--- src/rtl/blob_pkg.sv ---
// Shared definitions for the orange blob tracker.
//   - direction encodings driven to the drive FSM
//   - tracker FSM state enum
//   - datapath widths (pixel count, x sum, x coordinate)
//   - sat_inc3: saturating increment for the 3-bit run counters
package blob_pkg;

  localparam int CNT_W = 19;
  localparam int SUM_W = 28;
  localparam int X_W   = 10;

  localparam logic [2:0] DIR_NONE   = 3'b000;
  localparam logic [2:0] DIR_LEFT   = 3'b001;
  localparam logic [2:0] DIR_CENTRE = 3'b010;
  localparam logic [2:0] DIR_RIGHT  = 3'b100;

  typedef enum logic [1:0] {
    ST_SYNC,
    ST_ACCUM,
    ST_DIVIDE,
    ST_UPDATE
  } state_t;

  function automatic logic [2:0] sat_inc3(input logic [2:0] v);
    return (&v) ? v : v + 3'd1;
  endfunction

endpackage

--- src/rtl/serial_divider.sv ---
// Restoring unsigned divider, one quotient bit per cycle.
// The start cycle itself produces the first bit, so a start seen on edge N
// gives done (and a stable quotient) after edge N+SUM_W-1: SUM_W cycles total.
// Ports:
//   clk, rst_n          clock, async active-low reset
//   start               begin a division (ignored while busy)
//   dividend [SUM_W]    numerator, sampled on start
//   divisor  [CNT_W]    denominator, sampled on start (must be non-zero)
//   busy                division in progress
//   done                one-cycle pulse, quotient valid from then on
//   quotient [SUM_W]    floor(dividend / divisor), held until next start
module serial_divider
  import blob_pkg::*;
(
  input  logic             clk,
  input  logic             rst_n,
  input  logic             start,
  input  logic [SUM_W-1:0] dividend,
  input  logic [CNT_W-1:0] divisor,
  output logic             busy,
  output logic             done,
  output logic [SUM_W-1:0] quotient
);

  logic [CNT_W-1:0] rem;
  logic [SUM_W-1:0] dq;      // dividend bits shift out the top, quotient bits in the bottom
  logic [CNT_W-1:0] dvs_r;
  logic [4:0]       cnt;

  // One restoring step: returns {remainder, dividend/quotient shift register}.
  function automatic logic [CNT_W+SUM_W-1:0] div_step(
    input logic [CNT_W-1:0] r,
    input logic [SUM_W-1:0] d,
    input logic [CNT_W-1:0] v
  );
    logic [CNT_W:0] trial;
    logic           qb;
    trial = {r, d[SUM_W-1]};
    qb    = (trial >= {1'b0, v});
    if (qb) trial = trial - {1'b0, v};
    return {trial[CNT_W-1:0], d[SUM_W-2:0], qb};
  endfunction

  always_ff @(posedge clk or negedge rst_n) begin
    if (!rst_n) begin
      rem   <= '0;
      dq    <= '0;
      dvs_r <= '0;
      cnt   <= '0;
      busy  <= 1'b0;
      done  <= 1'b0;
    end else begin
      done <= 1'b0;
      if (start && !busy) begin
        {rem, dq} <= div_step('0, dividend, divisor);
        dvs_r     <= divisor;
        cnt       <= 5'(SUM_W - 1);
        busy      <= 1'b1;
      end else if (busy) begin
        {rem, dq} <= div_step(rem, dq, dvs_r);
        cnt       <= cnt - 5'd1;
        if (cnt == 5'd1) begin
          busy <= 1'b0;
          done <= 1'b1;
        end
      end
    end
  end

  assign quotient = dq;

endmodule

--- src/rtl/orange_blob_tracker.sv ---
// Per-frame orange blob tracker. Counts orange pixels and sums their x
// positions over a frame, divides at frame end (vsync falling edge) to get a
// horizontal centroid, and produces a debounced detection flag and a one-hot
// direction for the drive FSM.
// Ports:
//   clk, rst_n        25 MHz VGA clock, async active-low reset
//   active            VGA visible area
//   vsync             VGA vsync, active-low
//   is_orange         per-pixel orange flag, valid with active
//   orange_detected   debounced detection
//   direction         001 LEFT, 010 CENTRE, 100 RIGHT, 000 NONE
//   centroid_x        last centroid
//   pixel_count       last frame's orange-pixel count
//   frame_valid       one-cycle pulse after each output update
module orange_blob_tracker
  import blob_pkg::*;
#(
  parameter int unsigned H_ACTIVE      = 640,
  parameter int unsigned LEFT_BOUND    = 213,
  parameter int unsigned RIGHT_BOUND   = 427,
  parameter int unsigned MIN_PIXELS    = 400,
  parameter int unsigned DETECT_FRAMES = 3,
  parameter int unsigned LOSS_FRAMES   = 5
) (
  input  logic             clk,
  input  logic             rst_n,
  input  logic             active,
  input  logic             vsync,
  input  logic             is_orange,
  output logic             orange_detected,
  output logic [2:0]       direction,
  output logic [X_W-1:0]   centroid_x,
  output logic [CNT_W-1:0] pixel_count,
  output logic             frame_valid
);

  state_t           state;
  logic [X_W-1:0]   x_cnt;
  logic             vsync_q;
  logic [CNT_W-1:0] count, op_count;
  logic [SUM_W-1:0] sum_x, op_sum;
  logic [2:0]       hit_run, miss_run;
  logic             div_start, div_busy, div_done;
  logic [SUM_W-1:0] quotient;

  logic             fe, pix;
  logic [CNT_W-1:0] count_inc;
  logic [SUM_W:0]   sum_wide;
  logic [SUM_W-1:0] sum_inc;
  logic             hit, det_nx;
  logic [2:0]       hit_nx, miss_nx, dir_nx;
  logic [X_W-1:0]   cx_nx;

  // Only the low X_W quotient bits form the centroid; busy is not needed
  // because the FSM never issues a start while a division is running.
  logic unused_div;
  assign unused_div = &{1'b0, div_busy, quotient[SUM_W-1:X_W]};

  assign fe        = vsync_q & ~vsync;
  assign pix       = active & is_orange;
  assign count_inc = (&count) ? count : count + CNT_W'(1);
  assign sum_wide  = {1'b0, sum_x} + {{(SUM_W + 1 - X_W){1'b0}}, x_cnt};
  assign sum_inc   = sum_wide[SUM_W] ? '1 : sum_wide[SUM_W-1:0];

  always_ff @(posedge clk or negedge rst_n) begin
    if (!rst_n) begin
      x_cnt   <= '0;
      vsync_q <= 1'b1;
    end else begin
      vsync_q <= vsync;
      if (!active)                            x_cnt <= '0;
      else if (x_cnt != X_W'(H_ACTIVE - 1))   x_cnt <= x_cnt + X_W'(1);
    end
  end

  // Results of the frame currently sitting in the operand registers.
  always_comb begin
    hit     = (op_count >= CNT_W'(MIN_PIXELS));
    hit_nx  = hit ? sat_inc3(hit_run) : 3'd0;
    miss_nx = hit ? 3'd0 : sat_inc3(miss_run);
    det_nx  = orange_detected;
    if (hit && hit_nx >= 3'(DETECT_FRAMES))        det_nx = 1'b1;
    else if (!hit && miss_nx >= 3'(LOSS_FRAMES))   det_nx = 1'b0;
    cx_nx   = (op_count == '0) ? '0 : quotient[X_W-1:0];
    dir_nx  = direction;   // miss frame while still detected: hold
    if (!det_nx)                              dir_nx = DIR_NONE;
    else if (hit) begin
      if (cx_nx < X_W'(LEFT_BOUND))           dir_nx = DIR_LEFT;
      else if (cx_nx >= X_W'(RIGHT_BOUND))    dir_nx = DIR_RIGHT;
      else                                    dir_nx = DIR_CENTRE;
    end
  end

  always_ff @(posedge clk or negedge rst_n) begin
    if (!rst_n) begin
      state           <= ST_SYNC;
      count           <= '0;
      sum_x           <= '0;
      op_count        <= '0;
      op_sum          <= '0;
      div_start       <= 1'b0;
      hit_run         <= '0;
      miss_run        <= '0;
      orange_detected <= 1'b0;
      direction       <= DIR_NONE;
      centroid_x      <= '0;
      pixel_count     <= '0;
      frame_valid     <= 1'b0;
    end else begin
      div_start   <= 1'b0;
      frame_valid <= 1'b0;
      // Every frame end restarts accumulation, whether or not the frame is used.
      if (fe || state == ST_SYNC) begin
        count <= '0;
        sum_x <= '0;
      end else if (pix) begin
        count <= count_inc;
        sum_x <= sum_inc;
      end
      case (state)
        ST_SYNC:   if (fe) state <= ST_ACCUM;
        ST_ACCUM: begin
          if (fe) begin
            op_count <= count;
            op_sum   <= sum_x;
            if (count == '0) state <= ST_UPDATE;
            else begin
              div_start <= 1'b1;
              state     <= ST_DIVIDE;
            end
          end
        end
        ST_DIVIDE: if (div_done) state <= ST_UPDATE;
        ST_UPDATE: begin
          pixel_count     <= op_count;
          centroid_x      <= cx_nx;
          hit_run         <= hit_nx;
          miss_run        <= miss_nx;
          orange_detected <= det_nx;
          direction       <= dir_nx;
          frame_valid     <= 1'b1;
          state           <= ST_ACCUM;
        end
        default:   state <= ST_SYNC;
      endcase
    end
  end

  serial_divider u_div (
    .clk      (clk),
    .rst_n    (rst_n),
    .start    (div_start),
    .dividend (op_sum),
    .divisor  (op_count),
    .busy     (div_busy),
    .done     (div_done),
    .quotient (quotient)
  );

endmodule

--- config.mk ---
export PLATFORM = sky130hd
export DESIGN_NAME = orange_blob_tracker
export DESIGN_NICKNAME = d
export VERILOG_FILES = /design/src/rtl/blob_pkg.sv /design/src/rtl/serial_divider.sv /design/src/rtl/orange_blob_tracker.sv
export SDC_FILE = /design/constraint.sdc
export NUM_CORES = 1
export LEC_CHECK = 0
export ABC_AREA = 1
export CAP_MARGIN = 20
export CORE_UTILIZATION = 45
export CTS_BUF_LIST = sky130_fd_sc_hd__clkbuf_4
export DETAILED_ROUTE_END_ITERATION = 7
export HOLD_SLACK_MARGIN = 0.03
export PLACE_DENSITY = 0.72
export SYNTH_ARGS = -nofsm -noshare
export SYNTH_HDL_FRONTEND = slang
export SYNTH_SLANG_ARGS = --single-unit
--- constraint.sdc ---
create_clock -name clk -period 2.5 [get_ports clk]
set_clock_uncertainty 0.15 [all_clocks]
set_input_delay 0.25 -clock clk [delete_from_list [all_inputs] [get_ports clk]]
set_output_delay 0.25 -clock clk [all_outputs]
set_load 0.01 [all_outputs]
After elaboration in Yosys (flattened, before gate mapping). Cells that the tools add are included.

Logic and storage cells: 110. Output and inout port bits: 34. Bits in registers: 221. Bits of input ports: 5.

$lt $le $gt $ge: 7. Equal/unequal tests: 11. Bitwise logic cells: 3. Reductions and logical operators: 18. Add/subtract/negate cells: 8. Multiplexer cells: 42.

Operator list (count): $mux W28 (5); $mux W19 (7); $logic_not A19 Y1 (2); $mux W10 (3); $add A28 B10 Y29 (1); $mux W3 (8); $ge A20 B19 Y1 (1); $add A19 B1 Y19 const B (1); $ge A1 B19 Y1 (1); $ge A19 B9 Y1 const B (1); $reduce_and A19 Y1 (1); $sub A1 B19 Y19 (1); $sub A19 B19 Y19 (1); $mux W1 (13); $add A10 B1 Y10 const B (1); $ge A10 B9 Y1 const B (1); $lt A10 B8 Y1 const B (1); $mux W5 (2); $ne A10 B10 Y1 const B (1); $reduce_and A3 Y1 (3); $pmux W2 S4 (1); $add A3 B1 Y3 const B (2); $mux W2 (3); $ne A2 B1 Y1 const B (3); other kinds (15) (25).

Longest topological paths before layout.
Depth in word-level cells: 9. Mapped depth: 16. Gate-level depth less buffers: 15.

By module. A second synthesis with hierarchy kept.

Cell total of the unflattened synthesis: 1679. Area, all modules: 12563.3 µm².

By module, submodules not included: orange_blob_tracker (cells an instance 991, instances 1, area an instance 7751.2 µm²); serial_divider (cells an instance 688, instances 1, area an instance 4812.1 µm²).

Least setup slack after synthesis. OpenSTA, ideal clock, no wires.

Path kind: register -> register. Start point: register u_div.dq[27] (netlist: u_div.quotient[27]). End point: register u_div.rem[0]. Setup time: 125 ps. Period minus slack after synthesis: 2236 ps. Arrival time: 1961 ps. Setup slack: 264 ps. Cell stages (with the launch flop): 15. Buffers on the path: 1. Cells stage by stage: dfrtp_1 inv_1 ha_1 fa_1 inv_1 nand3_1 nand2_1 nand3_1 nand3_2 nand2_4 buf_4 nand3_1 nand3_1 o21ai_1 nor2_2.

Word-level cells in the longest chain between the ends: 4. Elaborated cells between the ends (all ways): 5. Those cells by class: add/sub (1); order compare (1); mux (3).

Ends and longest elaborated chain: from (decl) (line serial_divider.sv:26) `logic [SUM_W-1:0] dq;`; from (signal assigned) (line serial_divider.sv:55) `{rem, dq} <= div_step('0, dividend, divisor);`; from (signal assigned) (line serial_divider.sv:60) `{rem, dq} <= div_step(rem, dq, dvs_r);`; $sub A19 B19 Y19 / $ge A20 B19 Y1 (equally long branches) (line serial_divider.sv:40, serial_divider.sv:39); $mux W19 (*) (line serial_divider.sv:40) `if (qb) trial = trial - {1'b0, v};`; $mux W19 (*) (line serial_divider.sv:59) `end else if (busy) begin`; $mux W19 (*) (line serial_divider.sv:54) `if (start && !busy) begin`; to (signal assigned) (line serial_divider.sv:55); to (signal assigned) (line serial_divider.sv:60); to (decl) (line serial_divider.sv:25) `logic [CNT_W-1:0] rem;`.

Mark *: on every way between the ends. The rest lies on a longest branch, timed or not. The select of a mux whose other input is x is not followed. A chain may end at the register's enable or synchronous reset.

Final worst setup path.
Start point: register u_div.rem[5]. End point: register u_div.rem[0].

Word-level cells in the longest chain between the ends: 4.

Ends and longest elaborated chain: $ge A20 B19 Y1 (line serial_divider.sv:39) `qb = (trial >= {1'b0, v});`; $mux W19 (line serial_divider.sv:40); $mux W19 (line serial_divider.sv:59); $mux W19 (line serial_divider.sv:54).

Every way passes these cells. The select of a mux whose other input is x is not followed.

==> flow_summary.ini <==
[status]
outcome = completed

[timing]
finalSetupViolCount = 0
period_share_pct = 94.31
rsz0062_at_grt = true
drv_slew = 0
fin_ws_ns = 0.1423
min_period_ns = 2.358
worst_pin_slew_ns = 0.5960
max-slew-margin-rel_pct = 60.23
fmax_mhz = 424.1
hold_viol = 0

[yosys]
syn-cell-area_um2 = 12390
ys_ff_latch = 221
synthCells = 1593
yosys.area.top_type_share_pct = 44.42
yosysSeqAreaShare_pct = 44.63
synthDistinctLibCells = 55
yosys-top-cells-count = nand2_1, dfrtp_1, inv_1
synth_edf_count = 0
synth_nets = 1642
synth_warnings = 0
synth_area_leaders = dfrtp_1, nand2_1, inv_1, nand3_1, o21ai_0
yosysMostFrequentCell = nand2_1
yosys.area.top_type = dfrtp_1
async_flop_share_pct = 100.0
ys.flop_type = dfrtp_1
avgSynthCellArea_um2 = 7.781

[setup_path]
path_class = reg -> reg
timing.critical_path.mode_cell = nand2_1
endpoint_kind = register
r2r_cells = 14
r2r_start = u_div.rem[5]$_DFFE_PN0P_
worst_path_dominant_cell_family = simple AND/OR/NAND/NOR gates
cp_cell_sequence = ha_1 -> nand2_1 -> nor2_2 -> nand2_1 -> nor2_1 -> nand2_1 -> nand2_2 -> nor2_4 -> buf_12 -> buf_4 -> nand3_1 -> nand3_1 -> o21ai_1 -> nor2_2
cp_slowest_stage_delay_ns = 0.41
start_kind = register
r2r_setup_slack_ns = 0.14
cp.buffers_inverters = 2
cp.required_ns = 2.92
r2r_end = u_div.rem[0]$_DFFE_PN0P_
critPathSlowestCell = dfrtp_1
crit_start = u_div.rem[5]$_DFFE_PN0P_
arrival_ns = 2.78
path_max_fanout = 12

[floorplan]
row_count = 60
fp.dieW_um = 168.0
die_y_um = 168.0
die_area_um2 = 28210
ios = 39
fp.coreArea_um2 = 26950
initial_core_util_pct = 45.99

[placed_design]
gp_congestion = 0.9717
io_buffers = 38
dp_hpwl_um = 21260
pre_cts_ws_ns = -0.008919

[pwr]
p_total_uw = 15820
comb_power_share_pct = 47.8
power.switching_uw = 6791
p_leak_uw = 0.007096
power.internal_uw = 9029
pwr-share-seq_pct = 31.6
switching_share_pct = 42.93
pwr-share-clk_pct = 20.7
cellPowerDensity_nw_per_um2 = 1114
ir_drop_mv = 0.4336

[clocking]
htree_levels = 2
numClockSinks = 221
cts_tree = built
clk_latency_ns = 0.74
cts_root_buf = clkbuf_4
cts_buffer_depth = 3
clkTransAtPathRegs_ns = 0.07
cts-buffers-inserted = 59

[global_routing]
antenna_found_initial = 1
grt_usage_pct = 21.78
grt_pass1_vias = 10440
grt_pass1_wl_um = 50370
overflow = 0
grt_max_degree = 77

[hold_path]
min-delay-path-class = in -> reg
min_from = active
whs_endpoint = x_cnt[3]$_DFFE_PN0P_
worstHoldPathCells = 4

[route]
first_iter_violations = 757
firstDrtPassIters = 5
avgRoutedWirePerCell_um = 14.46
drt_drc_violations_left = 0
wl_um = 29910
ant_nets = 0
via_per_inst = 5.265
routed-via-count = 10890

[flow_run]
maxCapViolCount = 0

[final_layout]
area_delta_synth_final_pct = 14.62
drive_above_1_share_pct = 12.22
layout.nets = 1731
==> layout by cell type (no fill, tap or decap), drive strengths merged, types with 2 or more instances in the layout <==
cell,count
a21oi,45
a22o,5
a22oi,9
a31oi,4
buf,36
bufinv,2
clkbuf,84
clkdlybuf4s50,37
clkinv,19
dfrtp,220
dlygate4sd3,4
fa,2
ha,42
inv,203
mux2,18
nand2,488
nand3,139
nand3b,12
nand4,16
nor2,104
nor3,25
nor4,6
o211ai,12
o21a,12
o21ai,120
o221ai,10
o31ai,7
or2,8
xnor2,11
xor2,16
==> worst min-delay path: stages <==
cell and delay [ns]:
clkdlybuf4s50_1 0.42, buf_4 0.18, o21ai_0 0.07, a21oi_1 0.04
==> layer usage <==
metal / GRT usage (%) / vias up / part of all wire, %
met5: 0 / - / 0
li1: - / 5402 / -
met4: 7.100 / 0 / 1.9
met3: 3.949 / 52 / 5.7
met2: 34.64 / 293 / 46
met1: 30.10 / 5142 / 47
==> how the worst max path moves through the flow <==
stage | end | depth (start not counted)
after global routing | u_div.rem[18]$_DFFE_PN0P_ | 15
after CTS | u_div.rem[10]$_DFFE_PN0P_ | 15
after floorplan | u_div.rem[0]$_DFFE_PN0P_ | 14
after detailed placement | u_div.rem[14]$_DFFE_PN0P_ | 12
final | u_div.rem[0]$_DFFE_PN0P_ | 14
after global placement | u_div.rem[14]$_DFFE_PN0P_ | 12
==> flip-flops by register name (all words and copies together) (netlist names), 2 cells and up <==
register and cells:
direction 3, op_sum 28, miss_run 3, hit_run 3
count 19, x_cnt 10, centroid_x 10, u_div.quotient 28
sum_x 28, u_div.rem 19, op_count 19, u_div.cnt 5
state 2, pixel_count 19, u_div.dvs_r 19
==> through the flow <==
stage / std cells / util [%] / hold slack, ns / instance area (µm²) / TNS (ns)
3_3_place_gp: 1952 / 49.16 / 0.1143 / 13250 / 0
6_report: 2068 / 52.71 / 0.1352 / 14210 / 0
2_1_floorplan: 1593 / - / -0.1956 / 12390 / 0
3_5_place_dp: 1952 / 49.16 / 0.1143 / 13250 / -0.008919
5_1_grt: 2068 / 52.71 / 0.1235 / 14210 / -0.05509
4_1_cts: 2061 / 52.20 / 0.09492 / 14070 / 0
==> final cells by class <==
cell class	count	area [µm²]
Tap cell	341	426.7
Clock buffer	84	630.6
Inverter	203	762.0
Antenna cell	1	2.502
Sequential cell	221	5532
Fill cell	2512	12740
Multi-Input combinational cell	1120	5919
Clock inverter	21	145.1
Timing Repair Buffer	77	788.3
==> power groups by stage <==
stage	clock (µW)	sequential, µW	combinational (µW)
floorplan	0	4920	5360
global placement	0	5000	7110
global route	3590	5080	8520
CTS	3360	4980	7280
detailed placement	0	5040	7230
finish	3270	4990	7550
==> logic make-up (layout without fill, tap and decap cells) <==
kind of cell             after synthesis  after routing  share of synthesized area (%)
flip-flops                           221            221                          44.63
buffers and inverters                254            385                          8.338
multiplexers                          19             19                          1.716
AND/OR/NAND/NOR                      798            800                          28.01
other                                  0              1                              0
AO/OA/AOI/OAI                        230            230                          10.83
adder cells (fa/ha/maj)               44             44                          4.563
XOR/XNOR                              27             27                          1.908
==> repair_timing <==
action                                  4_1_cts  5_1_grt
cloned                                        0        2
pin swaps                                     0        4
buffers inserted                              0        4
gates resized for setup                       2       11
hold endpoints to repair                    222        0
endpoints found under the setup margin        2       28
hold buffers                                  4        0
Note: power is estimated with default switching activity, not from simulation.
==> edit, RTL diff (same flow settings) <==
`SUM_W`: 28 -> 56.
--- a/src/rtl/blob_pkg.sv
+++ b/src/rtl/blob_pkg.sv
@@ -8,3 +8,3 @@
   localparam int CNT_W = 19;
-  localparam int SUM_W = 28;
+  localparam int SUM_W = 56;
   localparam int X_W   = 10;
Formal check against the unedited RTL: no difference found for any inputs over 4 cycles, from zero or initial values and one cycle with rst_n low; that may be too few to reach the edited logic, so the function may still have changed.
==> edit against the unedited design <==
  * First-iteration DRC count grew 92%
  * Design area is 39% higher
  * Synthesized area grew 37%
  * Highest routed layer unchanged
  * Sequential cell count increased by 84
  * Worst setup slack got worse by 64 ps
  * Largest power group unchanged
  * Routed wire length is 65% higher
  * Total power rose by 22%
  * Critical endpoint is now sum_x[16]$_DFFE_PN0P_
  * Clock power up 43%
==> edit: results (changes against the unedited design) <==
\begin{tabular}{lr}
\hline
Metric & Value \\
\hline
\multicolumn{2}{l}{\textbf{Clock network}} \\
Number of buffers inserted during clock tree synthesis & 85 (+44\%) \\
CTS H-tree lvls & 3 (+1) \\
Clock latency on the worst-skew pair & 790 ps (+50 ps) \\
CTS root buffer & clkbuf\_4 \\
\multicolumn{2}{l}{\textbf{STA}} \\
Worst-case headroom to the max-slew limit & 58.34\% (-1.9 points) \\
Fin Hold WS & 145.0 ps (+9.764 ps) \\
\multicolumn{2}{l}{\textbf{Finish}} \\
Net total in the final layout & 2487 (+44\%) \\
\# fillers & 3515 (+40\%) \\
Reg area & 7634 um\^{}2 (+38\%) \\
Fraction of layout instances using a drive strength above 1 & 11.55\% (-0.68 points) \\
Final instance count without filler cells & 3011 (+46\%) \\
\multicolumn{2}{l}{\textbf{Synthesis}} \\
Post-Syn Nets & 2367 (+44\%) \\
Leading cell types by total area after synthesis & dfrtp\_1 45\%, nand2\_1 18\%, nand3\_1 6.4\% \\
Count of unique library cells instantiated by Yosys & 45 (-18\%) \\
Register area share after synthesis & 45.03\% (+0.40 points) \\
\multicolumn{2}{l}{\textbf{Place}} \\
Area after DPL & 18180 um\^{}2 (+37\%) \\
Worst setup timing slack at the placement stage & -0.4916 ps (+8.427 ps) \\
Half-perimeter wire length after detailed placement & 35980 um (+69\%) \\
Cells after DPL & 2840 (+45\%) \\
\multicolumn{2}{l}{\textbf{Setup path}} \\
End of the worst register-to-register path & sum\_x[16]\$\_DFFE\_PN0P\_ \\
CP max stage delay & 440 ps (+30 ps) \\
Crit path DAT & 2900 ps (+120 ps) \\
Crit. Startpoint & sum\_x[0]\$\_DFFE\_PN0P\_ \\
Worst reg2reg setup slack & 80 ps (-60 ps) \\
Maximum fanout along the worst path & 11 (-1) \\
\multicolumn{2}{l}{\textbf{GRT}} \\
Wire length of the first global-routing pass & 79650 um (+58\%) \\
Maximum number of pins on one net before global-route repair & 87 (+13\%) \\
Vias in the first global route & 15.15k (+45\%) \\
\multicolumn{2}{l}{\textbf{Detailed routing}} \\
Via count & 16.00k (+47\%) \\
Number of detailed-route iterations in the first pass & 6 (+1) \\
First-iteration detailed-routing DRC count & 1455 (+92\%) \\
Detailed-route wire length per cell & 16.39 um (+13\%) \\
\multicolumn{2}{l}{\textbf{Status}} \\
Status & finished clean \\
\multicolumn{2}{l}{\textbf{Hold path}} \\
WHS Path Cells & 3 (-1) \\
\multicolumn{2}{l}{\textbf{Power and ir drop}} \\
Largest voltage drop on the vdd net & 431.7 uV (-0.43\%) \\
Sw Ratio & 40.88\% (-2.0 points) \\
Leakage power total & 9.738 nW (+37\%) \\
\hline
\end{tabular}
-- edit: changes by cell type in the layout (fill, tap and decap cells not counted), sizes merged, moves of 19 or more --
cell    unedited run  this run
buf               36        65
o21ai            120       183
dfrtp            220       304
clkbuf            84       127
inv              203       280
nor2             104       138
nand3            139       216
nand4             16        38
nand2            488       828
nor3              25        44
-- edit: cell families (layout without fill, tap and decap cells) --
kind of cell	after synthesis	count (layout)	synth area share, %
xor gates and xnor gates	29	29	1.498
buffers and inverters	356	541	8.170
and+or+nand+nor	1292	1292	32.18
adders and majority gates	44	44	3.336
AOI/OAI and AO/OA	291	291	9.734
DFF	305	305	45.03
muxes	1	1	0.05904
other	0	4	0
-- edit: power groups by stage --
stage	Sequential (W)	Clock (W)	Combinational (W)
floorplan	0.00670	0	0.00532
global placement	0.00684	0	0.00750
detailed placement	0.00689	0	0.00764
CTS	0.00681	0.00479	0.00770
global route	0.00695	0.00507	0.00892
finish	0.00683	0.00467	0.00786
-- edit: timing repair --
item,in CTS,in global routing
setup endpoints to repair,7,67
pin swaps,0,5
setup buffers,0,7
cloned,0,4
resized for setup,1,35
hold endpoints to repair,306,0
hold buffers,4,0
-- edit: area by class of cell --
class / instances / share of cell area [%]
clock inverter: 29 / 0.9791
multi-input combinational: 1657 / 41.29
inverter: 280 / 5.340
timing repair buffer: 109 / 5.652
sequential: 305 / 38.79
antenna: 4 / 0.05086
clock buffer: 123 / 4.692
tap: 504 / 3.204
-- edit: layer usage --
layer	routed length, um	global-route usage, %	vias up
met1	22980	37.44	7594
li1	-	-	7793
met2	22120	39.78	535
met5	0	0	-
met3	3175	4.470	80
met4	1087	9.809	0
-- edit: worst max-delay path: cells and delay by family, from the launching register on --
kind            cells  cell delay [ps]
buf+inv             1              220
simple gates        7              700
fa+ha+maj           2              570
compound gates      3              220
flops               1              440
